[config.mk]
export PLATFORM = sky130hd
export DESIGN_NAME = term_stream_scheduler
export DESIGN_NICKNAME = d
export VERILOG_FILES = /design/src/rtl/term_q_pkg.sv /design/src/rtl/term_plane_select.sv /design/src/rtl/term_stream_scheduler.sv
export SDC_FILE = /design/constraint.sdc
export NUM_CORES = 1
export LEC_CHECK = 0
export CAP_MARGIN = 20
export CORE_UTILIZATION = 45
export CTS_BUF_LIST = sky130_fd_sc_hd__clkbuf_2
export DETAILED_ROUTE_END_ITERATION = 8
export HOLD_SLACK_MARGIN = 0.15
export PLACE_DENSITY = 0.76
export SYNTH_ARGS = -nofsm -noshare
export SYNTH_HDL_FRONTEND = slang
export SYNTH_SLANG_ARGS = --single-unit
[constraint.sdc]
create_clock -name clk -period 4.5 [get_ports clk]
set_input_delay 0.9 -clock clk [delete_from_list [all_inputs] [get_ports clk]]
set_output_delay 0.9 -clock clk [all_outputs]
set_load 0.02 [all_outputs]
[src/rtl/term_q_pkg.sv]
// Shared definitions for the term scheduler and the term_quantizer integrations.
// MAG_W is tied to the quantizer's 2-bit position counter and must stay 4.
package term_q_pkg;

   localparam int MAG_W = 4;
   localparam int POS_W = 2;

   typedef enum logic [1:0] {
      FILL   = 2'd0,
      SCAN   = 2'd1,
      STREAM = 2'd2
   } sched_state_t;

   typedef struct packed {
      logic             sign;
      logic [MAG_W-1:0] mag;
   } sm_word_t;

endpackage

[src/rtl/term_plane_select.sv]
// Priority keep-mask for one bit plane: the lowest-indexed set bits win
// until the remaining term budget is used up.
module term_plane_select
   import term_q_pkg::*;
#(
   parameter int GROUP    = 4,
   parameter int BUDGET_W = 5
) (
   input  logic [GROUP-1:0]    plane_i,
   input  logic [BUDGET_W-1:0] remaining_i,
   output logic [GROUP-1:0]    keep_o,
   output logic [BUDGET_W-1:0] kept_o,
   output logic [BUDGET_W-1:0] dropped_o
);

   always_comb begin
      keep_o    = '0;
      kept_o    = '0;
      dropped_o = '0;
      for (int i = 0; i < GROUP; i++) begin
         if (plane_i[i]) begin
            if (kept_o < remaining_i) begin
               keep_o[i] = 1'b1;
               kept_o    = kept_o + BUDGET_W'(1);
            end else begin
               dropped_o = dropped_o + BUDGET_W'(1);
            end
         end
      end
   end

endmodule

[src/rtl/term_stream_scheduler.sv]
// Collects a group of sign-magnitude words, keeps the K most significant terms
// across the group and streams the surviving bits LSB-first into term_quantizer.
module term_stream_scheduler
   import term_q_pkg::*;
#(
   parameter int GROUP    = 4,
   parameter int BUDGET_W = 5
) (
   input  logic                clk,
   input  logic                reset,
   input  logic                in_valid,
   output logic                in_ready,
   input  logic [MAG_W-1:0]    in_mag,
   input  logic                in_sign,
   input  logic [BUDGET_W-1:0] cfg_budget,
   output logic                stream_bit,
   output logic                stream_sign,
   output logic                q_reset,
   output logic                busy,
   output logic                group_done,
   output logic [BUDGET_W-1:0] dropped_terms
);

   localparam int W_W   = (GROUP > 1) ? $clog2(GROUP) : 1;
   localparam int CNT_W = W_W + POS_W;
   localparam logic [W_W-1:0]   LAST_IDX = W_W'(GROUP - 1);
   localparam logic [CNT_W-1:0] LAST_CNT = CNT_W'(GROUP * MAG_W - 1);

   sched_state_t        state_q;
   sm_word_t            wbuf_q [GROUP];
   logic [MAG_W-1:0]    keep_q [GROUP];
   logic [MAG_W-1:0]    keep_d [GROUP];
   logic [W_W-1:0]      idx_q;
   logic [POS_W-1:0]    plane_q;
   logic [CNT_W-1:0]    cnt_q;
   logic [BUDGET_W-1:0] remaining_q, shadow_q, dropped_q;
   logic                stream_bit_q, stream_sign_q, q_reset_q, busy_q, group_done_q;

   logic [GROUP-1:0]    plane_bits, plane_keep;
   logic [BUDGET_W-1:0] plane_kept, plane_dropped;
   logic [CNT_W-1:0]    sel_cnt;
   logic [W_W-1:0]      sel_w;
   logic [POS_W-1:0]    sel_b;
   logic                sel_bit, sel_sign;

   term_plane_select #(.GROUP(GROUP), .BUDGET_W(BUDGET_W)) u_plane_select (
      .plane_i     (plane_bits),
      .remaining_i (remaining_q),
      .keep_o      (plane_keep),
      .kept_o      (plane_kept),
      .dropped_o   (plane_dropped)
   );

   // keep_d folds the plane being scanned into the mask so the first stream
   // bit can be registered on the same edge that finishes plane 0.
   always_comb begin
      for (int i = 0; i < GROUP; i++) begin
         plane_bits[i] = wbuf_q[i].mag[plane_q];
         keep_d[i]     = keep_q[i];
         if (state_q == SCAN) begin
            keep_d[i][plane_q] = plane_keep[i];
         end
      end
   end

   always_comb begin
      sel_cnt  = (state_q == STREAM) ? cnt_q + CNT_W'(1) : '0;
      sel_w    = sel_cnt[POS_W +: W_W];
      sel_b    = sel_cnt[POS_W-1:0];
      sel_bit  = wbuf_q[sel_w].mag[sel_b] & keep_d[sel_w][sel_b];
      sel_sign = wbuf_q[sel_w].sign & (|(wbuf_q[sel_w].mag & keep_d[sel_w]));
   end

   always_ff @(posedge clk or negedge reset) begin
      if (!reset) begin
         state_q       <= FILL;
         idx_q         <= '0;
         plane_q       <= '0;
         cnt_q         <= '0;
         remaining_q   <= '0;
         shadow_q      <= '0;
         dropped_q     <= '0;
         stream_bit_q  <= 1'b0;
         stream_sign_q <= 1'b0;
         q_reset_q     <= 1'b1;
         busy_q        <= 1'b0;
         group_done_q  <= 1'b0;
         for (int i = 0; i < GROUP; i++) begin
            wbuf_q[i] <= '0;
            keep_q[i] <= '0;
         end
      end else begin
         group_done_q <= 1'b0;
         case (state_q)
            FILL: begin
               q_reset_q     <= 1'b1;
               stream_bit_q  <= 1'b0;
               stream_sign_q <= 1'b0;
               if (in_valid && in_ready) begin
                  wbuf_q[idx_q].sign <= in_sign;
                  wbuf_q[idx_q].mag  <= in_mag;
                  if (idx_q == '0) begin
                     remaining_q <= cfg_budget;
                     shadow_q    <= '0;
                  end
                  if (idx_q == LAST_IDX) begin
                     idx_q   <= '0;
                     plane_q <= POS_W'(MAG_W - 1);
                     busy_q  <= 1'b1;
                     state_q <= SCAN;
                  end else begin
                     idx_q <= idx_q + W_W'(1);
                  end
               end
            end
            SCAN: begin
               remaining_q <= remaining_q - plane_kept;
               shadow_q    <= shadow_q + plane_dropped;
               for (int i = 0; i < GROUP; i++) keep_q[i] <= keep_d[i];
               plane_q <= plane_q - POS_W'(1);
               if (plane_q == '0) begin
                  cnt_q         <= '0;
                  stream_bit_q  <= sel_bit;
                  stream_sign_q <= sel_sign;
                  q_reset_q     <= 1'b0;
                  state_q       <= STREAM;
               end
            end
            STREAM: begin
               if (cnt_q == LAST_CNT) begin
                  stream_bit_q  <= 1'b0;
                  stream_sign_q <= 1'b0;
                  q_reset_q     <= 1'b1;
                  busy_q        <= 1'b0;
                  group_done_q  <= 1'b1;
                  dropped_q     <= shadow_q;
                  state_q       <= FILL;
               end else begin
                  cnt_q         <= cnt_q + CNT_W'(1);
                  stream_bit_q  <= sel_bit;
                  stream_sign_q <= sel_sign;
               end
            end
            default: state_q <= FILL;
         endcase
      end
   end

   // The done cycle is not a fill cycle, giving the GROUP+MAG_W+GROUP*MAG_W+1 period.
   assign in_ready      = (state_q == FILL) && !group_done_q;
   assign stream_bit    = stream_bit_q;
   assign stream_sign   = stream_sign_q;
   assign q_reset       = q_reset_q;
   assign busy          = busy_q;
   assign group_done    = group_done_q;
   assign dropped_terms = dropped_q;

endmodule
Word-level counts from Yosys, hierarchy flattened
Index checks and enable logic that the tools add are counted.

word-level totals
  register bits after elaboration = 66
  input bits = 13
  logic and storage cells = 174

operators by class
  add/subtract/negate cells = 11
  order comparisons = 10
  eq/ne operators = 10
  multiplexer cells = 92
  bitwise gates (word level) = 5
  reduce and logical (&&, ||, !) cells = 22

operators with widths
  operator                                                   number
  2-to-1 mux 5 bit                                           21
  bitwise mux 20 bit                                         2
  2-to-1 mux 4 bit                                           10
  adder 5 x 1 -> 5 bit (second input constant)               6
  2-to-1 mux 1 bit                                           28
  demux 5 bit (select 2 bit)                                 2
  case mux 5 bit (2 select lines)                            2
  bitwise mux 4 bit                                          4
  < comparator 5 bit                                         3
  2-to-1 mux 2 bit                                           7
  binary-select mux 1 bit (select 2 bit)                     6
  AND reduction 3 bit                                        4
  binary-select mux 5 bit (select 2 bit)                     1
  case mux 1 bit (3 select lines)                            3
  binary-select mux 4 bit (select 2 bit)                     1
  inequality test 2 bit (second input constant)              4
  case mux 4 bit (2 select lines)                            1
  AND reduction 4 bit                                        2
  greater-or-equal comparator 3 bit (second input constant)  2
  logical NOT 2 bit                                          3
  < comparator 2 x 3 -> 1 bit (second input constant)        2
  NOT 2 -> 3 bit                                             2
  case mux 2 bit (3 select lines)                            1
  AND reduction 2 bit                                        3
  22 further kinds                                           30

Longest topological paths before layout
Gate-level depths: netlist (run 1).

  depth after elaboration = 22
  gate-level depth with buffers = 25

Cells and area by module
A second synthesis (run 1) with hierarchy kept.

unflattened totals
  cell total of the unflattened synthesis = 412
  area total of the unflattened synthesis = 4156.5 um^2

by module, submodules not included
  module                 times used  cells each  area an instance (um^2)  seq. area each (um^2)
  term_stream_scheduler  1           333         3608.5                   1652.8
  term_plane_select      1           79          548.0                    0.0

Least setup slack after synthesis (run 1)
Ideal clock, no wire load.

  kind = register to register
  start point = reg plane_q[1]
  end point = reg remaining_q[4]
  setup time = 0.077 ns
  data arrival time = 4.620 ns
  setup slack = -0.197 ns
  cell stages (with the launch flop) = 26
  path buffers = 1
  period minus slack after synthesis = 4.697 ns
  cell sequence = dfrtp_1 -> buf_6 -> inv_2 -> mux4_2 -> nor2_1 -> ha_1 -> nor2b_1 -> o21ai_0 -> nand2_1 -> nor2_1 -> nand2_1 -> inv_1 -> ha_1 -> nand2_1 -> and4b_1 -> a21bo_2 -> o211a_2 -> xnor2_1 -> ha_1 -> fa_1 -> inv_1 -> a21o_1 -> a21oi_1 -> nand3_1 -> o21ai_0 -> a21oi_1

on the way
  longest elaborated chain between the ends = 14

RTL lines
  element                                                            line                                              text
  start, declared                                                    term_stream_scheduler.sv:34                       logic [POS_W-1:0] plane_q;
  start signal, assigned                                             term_stream_scheduler.sv:108                      plane_q <= POS_W'(MAG_W - 1);
  start signal, assigned                                             term_stream_scheduler.sv:120                      plane_q <= plane_q - POS_W'(1);
  binary-select mux 1 bit (select 2 bit)                             term_stream_scheduler.sv:58                       plane_bits[i] = wbuf_q[i].mag[plane_q];
  2-to-1 mux 1 bit (implied by the code)                             term_stream_scheduler.sv:58
  2-to-1 mux 5 bit                                                   term_plane_select.sv:21                           if (plane_i[i]) begin
  adder 5 x 1 -> 5 bit / < comparator 5 bit (equally long branches)  term_plane_select.sv:24, term_plane_select.sv:22
  2-to-1 mux 5 bit                                                   term_plane_select.sv:22                           if (kept_o < remaining_i) begin
  2-to-1 mux 5 bit                                                   term_plane_select.sv:21
  adder 5 x 1 -> 5 bit / < comparator 5 bit (equally long branches)  term_plane_select.sv:24, term_plane_select.sv:22
  2-to-1 mux 5 bit                                                   term_plane_select.sv:22
  2-to-1 mux 5 bit                                                   term_plane_select.sv:21
  adder 5 x 1 -> 5 bit / < comparator 5 bit (equally long branches)  term_plane_select.sv:24, term_plane_select.sv:22
  2-to-1 mux 5 bit                                                   term_plane_select.sv:22
  2-to-1 mux 5 bit *                                                 term_plane_select.sv:21
  subtractor 5 bit *                                                 term_stream_scheduler.sv:117                      remaining_q <= remaining_q - plane_kept;
  case mux 5 bit (2 select lines) *                                  term_stream_scheduler.sv:94                       case (state_q)
  end signal, assigned                                               term_stream_scheduler.sv:103                      remaining_q <= cfg_budget;
  end signal, assigned                                               term_stream_scheduler.sv:117
  end, declared                                                      term_stream_scheduler.sv:36                       logic [BUDGET_W-1:0] remaining_q, shadow_q, dropped_q;

Mark *: on every way between the ends. The rest lies on a longest branch, timed or not. The select of a mux whose other input is x is not followed.
A chain may end at the register's enable or synchronous reset.

Final worst setup path (run 1)
  start point = reg wbuf_q[13] (netlist bit)
  end point = reg remaining_q[4]

on the way
  longest elaborated chain between the ends = 11

RTL lines
  element                                                            line                                              text
  start, declared                                                    term_stream_scheduler.sv:30                       sm_word_t wbuf_q [GROUP];
  binary-select mux 1 bit (select 2 bit) *                           term_stream_scheduler.sv:58
  2-to-1 mux 1 bit (implied by the code) *                           term_stream_scheduler.sv:58
  2-to-1 mux 5 bit *                                                 term_plane_select.sv:21
  adder 5 x 1 -> 5 bit / < comparator 5 bit (equally long branches)  term_plane_select.sv:24, term_plane_select.sv:22
  2-to-1 mux 5 bit                                                   term_plane_select.sv:22
  2-to-1 mux 5 bit *                                                 term_plane_select.sv:21
  adder 5 x 1 -> 5 bit / < comparator 5 bit (equally long branches)  term_plane_select.sv:24, term_plane_select.sv:22
  2-to-1 mux 5 bit                                                   term_plane_select.sv:22
  2-to-1 mux 5 bit *                                                 term_plane_select.sv:21
  subtractor 5 bit *                                                 term_stream_scheduler.sv:117
  case mux 5 bit (2 select lines) *                                  term_stream_scheduler.sv:94

Marks and branches as above.

==> run_results.csv, run 1 <==
group,metric,value,unit
run_status,outcome,"finished clean",
critical_path,r2r_cells,24,
critical_path,end_kind,"flop",
global_route,grt_max_degree,37,
logic_synthesis,synth.distinct_cells,78,
logic_synthesis,yosys_warnings,0,
logic_synthesis,yosysMostFrequentCell,"nand2_1",
power_and_ir_drop,p_leak,2.379,nW
global_route,grt.met1_usage,29.76,%
clocking,clkTransAtPathRegs,0.22,ns
critical_path,path_max_fanout,5,
logic_synthesis,synth_top_cell_area_share,36.82,%
sta,timing.final.ws_setup,0.002810,ns
routing,dr.pass1.iters,5,
routing,drt-initial-drc-count,394,
critical_path,critPathRequiredTime,4.94,ns
logic_synthesis,yosys.area.top_type,"dfrtp_1",
clocking,clock_latency,0.53,ns
logic_synthesis,synth_top_cells_by_count,"nand2_1 (92), dfrtp_1 (65), o21ai_0 (32)",
global_route,overflow,0,
cells_and_area,drive_above_1_share,26.33,%
die,die_height,101.1,microns
critical_path,cp-start-kind,"flop",
routing,drt_wl_total,11.49,mm
placement,place_congestion,0.9031,
logic_synthesis,netlist_area,4418,sq um
critical_path,timing_worst_setup_path_type,"reg -> reg",
sta,min_period_over_period,99.94,%
die,io_pins,24,
critical_path,startpoint,"wbuf_q[13]",
critical_path,r2r_start,"wbuf_q[13]",
routing,wl_per_cell,17.48,microns
global_route,grt-busiest-layer,"met2",
placement,place_ws,-0.06940,ns
routing,drc,0,
sta,drv_slew,0,
run,maxCapViolCount,0,
logic_synthesis,ys_ff_latch,66,
clocking,tritoncts,"yes",
sta,rsz0062_at_grt,"yes",
cells_and_area,final_area,5349,sq um
sta,max-slew-margin-rel,46.17,%
routing,vias,3871,
logic_synthesis,async_flop_share,100.0,%
logic_synthesis,synth.area.top_cells,"dfrtp_1 (37%), ha_1 (8.2%), nand2_1 (7.8%)",
logic_synthesis,avgSynthCellArea,9.460,sq um
global_route,grt_pass1_vias,3712,
logic_synthesis,synth_nets,511,
power_and_ir_drop,power,0.004466,W
clocking,clockBufferDepth,2,
placement,numPortBuffers,23,
sta,finalSetupViolCount,0,
global_route,antenna_found_initial,0,
cells_and_area,area_growth,21.07,%
sta,finalCriticalPeriod,4.497,ns
global_route,grt.total_usage,23.18,%
worst_hold_path,hp-class,"in -> async",
clocking,cts-root-buf,"clkbuf_2",
logic_synthesis,synth_edf_count,0,
power_and_ir_drop,power.density,834.9,nW/um^2
routing,ant_nets,0,
clocking,cts_buffers,9,
die,start_util,47.14,%
placement,place_hpwl,7.854,mm
sta,fmax,222.4,MHz
cells_and_area,num-nets-final,567,
routing,via_per_inst,5.892,
logic_synthesis,syn_inst,467,
clocking,holdBufCountCts,0,
global_route,grt_pass1_wl,18.11,mm
sta,finClkSkew,0.03214,ns
sta,tightest_slew,0.8075,ns
global_route,grt_use_met3,4.369,%
logic_synthesis,ys_seq_area_share,37.41,%
logic_synthesis,synth-main-ff-cell,"dfrtp_1",
power_and_ir_drop,max-vdd-ir-drop,0.3981,mV
die,die_w,101.1,microns
placement,placed_area,4870,sq um
global_route,met2_usage,38.04,%
critical_path,crit_arrival,4.94,ns
die,core_area,9371,sq um
die,die_area,10220,sq um
cells_and_area,n_antenna_cell,0,
sta,finalHoldViolations,0,
die,core.rowCount,35,
clocking,htreeDepth,3,
clocking,clock-sinks,66,
## logic make-up (layout without fill, tap and decap cells)
kind of cell               after synthesis  after routing  share of synthesized area, %
DFF                                     66             66                         37.41
xor gates and xnor gates                11             11                         2.181
adders and majority gates               31             31                         9.119
buffers and inverters                   43            104                         4.276
muxes                                   51             51                         14.25
and+or+nand+nor                        157            157                         16.31
AOI/OAI and AO/OA                      108            108                         16.45
## flip-flops by register name, indices dropped and copies added (netlist names)
signal,flops
busy,1
cnt_q,4
dropped_terms,5
group_done,1
idx_q,2
keep_q,16
plane_q,2
q_reset,1
remaining_q,5
shadow_q,5
state_q,2
stream_bit,1
stream_sign,1
wbuf_q,20
## worst max-delay path: stages (launching register included)
cell     delay, ns
dfrtp_1       0.45
nand2_1       0.08
mux4_2        0.50
nor2_4        0.15
ha_4          0.23
nor2b_4       0.12
o21ai_2       0.19
nand2_2       0.11
nor2_4        0.15
nand2_2       0.08
inv_2         0.08
ha_4          0.20
nand2_2       0.07
and4b_1       0.23
a21bo_4       0.25
o211a_4       0.27
xnor2_2       0.13
ha_2          0.21
fa_2          0.37
inv_2         0.06
a21o_1        0.12
a21oi_2       0.05
nand3_1       0.07
o21ai_1       0.07
a21oi_1       0.16
## report_power, final
group | total [W] | switching [W] | internal (W) | leakage [nW]
Clock | 0.000476 | 0.000236 | 0.000240 | 0.0939
Combinational | 0.00300 | 0.00160 | 0.00140 | 1.45
Sequential | 0.000991 | 0.000186 | 0.000805 | 0.836
Total | 0.00447 | 0.00203 | 0.00244 | 2.38
## worst paths after layout
check | end | slack (ns)
min reg2reg | dropped_terms[2] | 0.50
min in group clk | dropped_terms[2] | 0.50
max reg2reg | remaining_q[4] | 0.003
max in group asynchronous | dropped_terms[1] | 3.16
max | remaining_q[4] | 0.003
min | keep_q[15] | 0.37
## layer usage
| layer | up-vias | routed length (microns) |
|---|---|---|
| li1 | 1789 | - |
| met1 | 1887 | 4869 |
| met2 | 157 | 5538 |
| met3 | 38 | 657 |
| met4 | 0 | 420 |
| met5 | - | 0 |
## through the flow
step / hold WS (ns) / TNS [ns] / utilization (%) / std cells
after global placement: 0.4582 / 0 / 51.96 / 619
after floorplan: 0.4433 / 0 / - / 467
after detailed placement: 0.4630 / -0.1258 / 51.96 / 619
after global routing: 0.3899 / -0.9714 / 57.08 / 657
after CTS: 0.3868 / 0 / 54.91 / 646
final: 0.3734 / 0 / 57.08 / 657
## cells in the final DEF (no fill, tap or decap), drive strengths merged, types with 2 or more instances in the layout
cell	synthesis	routed
xnor2	5	5
clkdlybuf4s50	0	22
inv	23	24
nand2	92	92
o21ai	37	37
mux4	6	6
mux2i	19	19
ha	29	29
o22ai	7	7
buf	9	42
and2	9	9
clkinv	1	4
a21oi	14	14
a21o	4	4
a22o	2	2
clkbuf	10	9
nor2	21	21
dfrtp	65	65
nor3	5	5
fa	2	2
and3	3	3
xor2	6	6
nand4	3	3
a31oi	12	12
a211oi	4	4
a22oi	3	3
o32ai	2	2
or2	4	4
nor2b	2	2
o31ai	4	4
o221ai	2	2
nand3	7	7
o311ai	2	2
mux2	26	26
bufinv	0	3
nand2b	3	3
## final cells by class
cell class                 instances  area, sq um
clock buffer                       9        45.04
clock inverter                     7        116.4
fill                             821         4023
inverter                          24        90.09
multi-input combinational        358         2745
sequential                        66         1654
tap                              129        161.4
timing repair buffer              64        536.8
## what timing repair did
| item | 4_1_cts | 5_1_grt |
|---|---|---|
| setup buffers | 11 | 11 |
| pin swaps | 7 | 27 |
| setup endpoints to repair | 4 | 8 |
| gates resized for setup | 7 | 32 |
(Power assumes the default switching activity.)
==> run 2: changes to the inputs <==
CORE_UTILIZATION = 35   (was 45)
PLACE_DENSITY = 0.64   (was 0.76)
SYNTH_HIERARCHICAL = 1   (was not set)
==> run 2 against run 1 <==
- fmax down 2.4%
- clock-buffer cell count did not move
- via count down 15%
- the run now ends with DRC, setup timing left
- critical endpoint is now shadow_q[4]
- die area is 21% higher
==> run_results.csv, run 2 <==
group,metric,value,unit
clocking,clock_latency,0.55,ns
placement,place_congestion,0.8865,
routing,dr.pass1.iters,8,
power_and_ir_drop,p_leak,2.303,nW
sta,finalHoldViolations,0,
logic_synthesis,synth_edf_count,0,
critical_path,crit_arrival,5.06,ns
logic_synthesis,synth_xor_area_share,2.529,%
routing,wl_per_cell,15.75,microns
sta,timing.final.ws_setup,-0.1072,ns
run_status,violations,"DRC, setup timing",
power_and_ir_drop,pwr-share-seq,22.5,%
sta,finalCriticalPeriod,4.607,ns
logic_synthesis,ys_seq_area_share,39.77,%
power_and_ir_drop,switchingPower,0.001885,W
placement,placed_area,4822,sq um
critical_path,r2r_start,"plane_q[0]",
sta,finalSetupViolCount,4,
cells_and_area,drive_above_1_share,29.14,%
power_and_ir_drop,p_clk_share,7.1,%
critical_path,startpoint,"plane_q[0]",
die,die_w,111.0,microns
sta,min_period_over_period,102.4,%
die,die_area,12320,sq um
placement,dp.cells,597,
clocking,tritoncts,"yes",
cells_and_area,fill_cells,1125,
logic_synthesis,synth_simple_gate_area_share,13.34,%
logic_synthesis,ys_ff_latch,66,
logic_synthesis,synth.area.top_cells,"dfrtp_1 (39%), mux2_2 (11%), ha_1 (9.0%)",
routing,drt_wl_total,9.764,mm
die,die_height,111.0,microns
routing,drc,6,
sta,drv_slew,0,
sta,hold_slack,0.4306,ns
logic_synthesis,yosys.area.top_type,"dfrtp_1",
power_and_ir_drop,p_sw_share,43.17,%
run_status,outcome,"finished, violations left",
logic_synthesis,synth-main-ff-cell,"dfrtp_1",
routing,drt-initial-drc-count,190,
routing,vias,3302,
logic_synthesis,yosysMostFrequentCell,"dfrtp_1",
logic_synthesis,avgSynthCellArea,10.09,sq um
clocking,clock-sinks,66,
cells_and_area,final_cell_mix,"dfrtp_1 (65), nand2_1 (43), mux2_2 (39)",
clocking,htreeDepth,3,
cells_and_area,num-nets-final,517,
cells_and_area,largest_reg_flops,20,
logic_synthesis,yosys_warnings,6,
logic_synthesis,synth_top_cell_area_share,39.13,%
cells_and_area,top_regs,"wbuf_q: 20 flops, keep_q: 16 flops",
cells_and_area,register_area,1653,sq um
clocking,clockBufferDepth,2,
die,core.rowCount,39,
cells_and_area,stdcell_count,620,
clocking,cts_buffers,9,
critical_path,cp-start-kind,"flop",
global_route,grt_pass1_wl,15.96,mm
die,io_pins,24,
critical_path,end_kind,"flop",
logic_synthesis,syn_inst,412,
logic_synthesis,async_flop_share,100.0,%
global_route,grt_max_degree,38,
power_and_ir_drop,power,0.004366,W
logic_synthesis,synth-compound-area-share,14.06,%
cells_and_area,final_common_cell,"dfrtp_1",
logic_synthesis,muxShareOfSynthArea,15.92,%
die,core_area,11520,sq um
sta,fmax,217.1,MHz
global_route,antenna_found_initial,0,
clocking,cts-root-buf,"clkbuf_2",
logic_synthesis,synth_top_family_by_area,"multiplexers",
cells_and_area,area_growth,22.49,%
cells_and_area,regMostFlops,"wbuf_q",
global_route,grt_pass1_vias,3281,
routing,via_per_inst,5.326,
sta,max-slew-margin-rel,38.92,%
critical_path,regToRegSetupSlack,-0.11,ns
placement,numPortBuffers,23,
sta,tightest_slew,0.9162,ns
power_and_ir_drop,combPwrFrac,70.5,%
logic_synthesis,synth.distinct_cells,58,
sta,rsz0062_at_grt,"yes",
power_and_ir_drop,p_int,0.002482,W
critical_path,timing_worst_setup_path_type,"reg -> reg",
placement,place_ws,-0.2905,ns
die,start_util,36.09,%
run,maxCapViolCount,0,
critical_path,critPathRequiredTime,4.95,ns
clocking,clkTransAtPathRegs,0.22,ns
power_and_ir_drop,max-vdd-ir-drop,0.4027,mV
cells_and_area,final_area,5091,sq um
logic_synthesis,synth_fa_ha_area_share,9.994,%
routing,ant_nets,0,
global_route,overflow,0,
power_and_ir_drop,power.density,857.6,nW/um^2
sta,finClkSkew,0.03665,ns
cells_and_area,multiInputGateArea,2521,sq um
logic_synthesis,netlist_area,4156,sq um
placement,place_hpwl,7.306,mm
worst_hold_path,hp-class,"in -> async",
global_route,grt.total_usage,16.66,%
critical_path,path_max_fanout,3,
logic_synthesis,synth_top_cells_by_count,"dfrtp_1 (65), nand2_1 (46), mux2_2 (41)",
cells_and_area,n_antenna_cell,0,
[run 2: changes by cell type after synthesis, sizes merged, moves of 6 or more]
| cell | before | now |
|---|---|---|
| nand2 | 92 | 47 |
| mux2i | 19 | 5 |
| nand3 | 7 | 15 |
| mux2 | 26 | 42 |
| o21ai | 37 | 18 |
| a21oi | 14 | 20 |
| a31oi | 12 | 6 |
[run 2: cell families after synthesis]
family,after synthesis
other cells,1
flops,66
xor+xnor,12
simple gates,117
buf+inv,43
mux,53
compound gates,88
fa+ha+maj,32
[run 2: worst paths after layout]
kind	cells after the start	to
max in group asynchronous	2	wbuf_q[12]
max reg2reg	22	shadow_q[4]
min	1	dropped_terms[1]
min reg2reg	2	dropped_terms[2]
min in group clk	2	dropped_terms[2]
max	22	shadow_q[4]
[run 2: layer usage]
| layer | part of all wire, % | GRT usage, % | vias to the layer above |
|---|---|---|---|
| met4 | 1.4 | 4.932 | 0 |
| met2 | 49 | 28.51 | 61 |
| li1 | - | - | 1604 |
| met3 | 3.9 | 4.483 | 18 |
| met5 | 0 | 0 | - |
| met1 | 46 | 20.46 | 1619 |
[run 2: layout make-up]
type                    count  share of cell area (%)
clock inverters             7                  0.8847
inverters                  27                   2.040
clock buffers               9                  0.8847
flip-flops and latches     66                   32.47
repair buffers             64                   10.69
multi-input cells         304                   49.52
well taps                 143                   3.514
[run 2: power by group through the flow]
stage / sequential [W] / combinational, W / clock (W)
after floorplan: 0.000945 / 0.00180 / 0
after global placement: 0.000976 / 0.00251 / 0
after detailed placement: 0.000988 / 0.00258 / 0
after CTS: 0.000976 / 0.00275 / 0.000318
after global routing: 0.00101 / 0.00340 / 0.000341
final: 0.000982 / 0.00308 / 0.000308
[run 2: through the flow]
step                      util, %  setup TNS [ns]
after detailed placement    41.87         -0.8643
final                       44.21         -0.3859
after global placement      41.87         -0.5178
after global routing        44.21          -1.516
after floorplan                 -         -0.4053
after CTS                   43.41         -0.3821
[run 2: worst max-delay path, stage by stage, from the launching register on]
cell and delay (ns):
dfrtp_1 0.44, mux4_2 0.55, and2_4 0.18, and2_4 0.16, ha_4 0.27, nand2_4 0.04
a21oi_2 0.13, nor2_2 0.06, mux2_4 0.33, ha_4 0.22, nor2b_4 0.12, o21ai_2 0.14
nand2_1 0.08, o211ai_1 0.17, buf_4 0.15, mux2_4 0.31, fa_2 0.36, a21o_1 0.17
a21oi_2 0.17, xnor2_2 0.09, nor3b_1 0.14, a21oi_1 0.13, o221ai_1 0.12
[run 2: what timing repair did]
action	4_1_cts	5_1_grt
buffers inserted	4	3
endpoints found under the hold margin	0	0
setup endpoints to repair	5	9
resized for setup	12	18
hold buffers	0	0
pin swaps	16	7
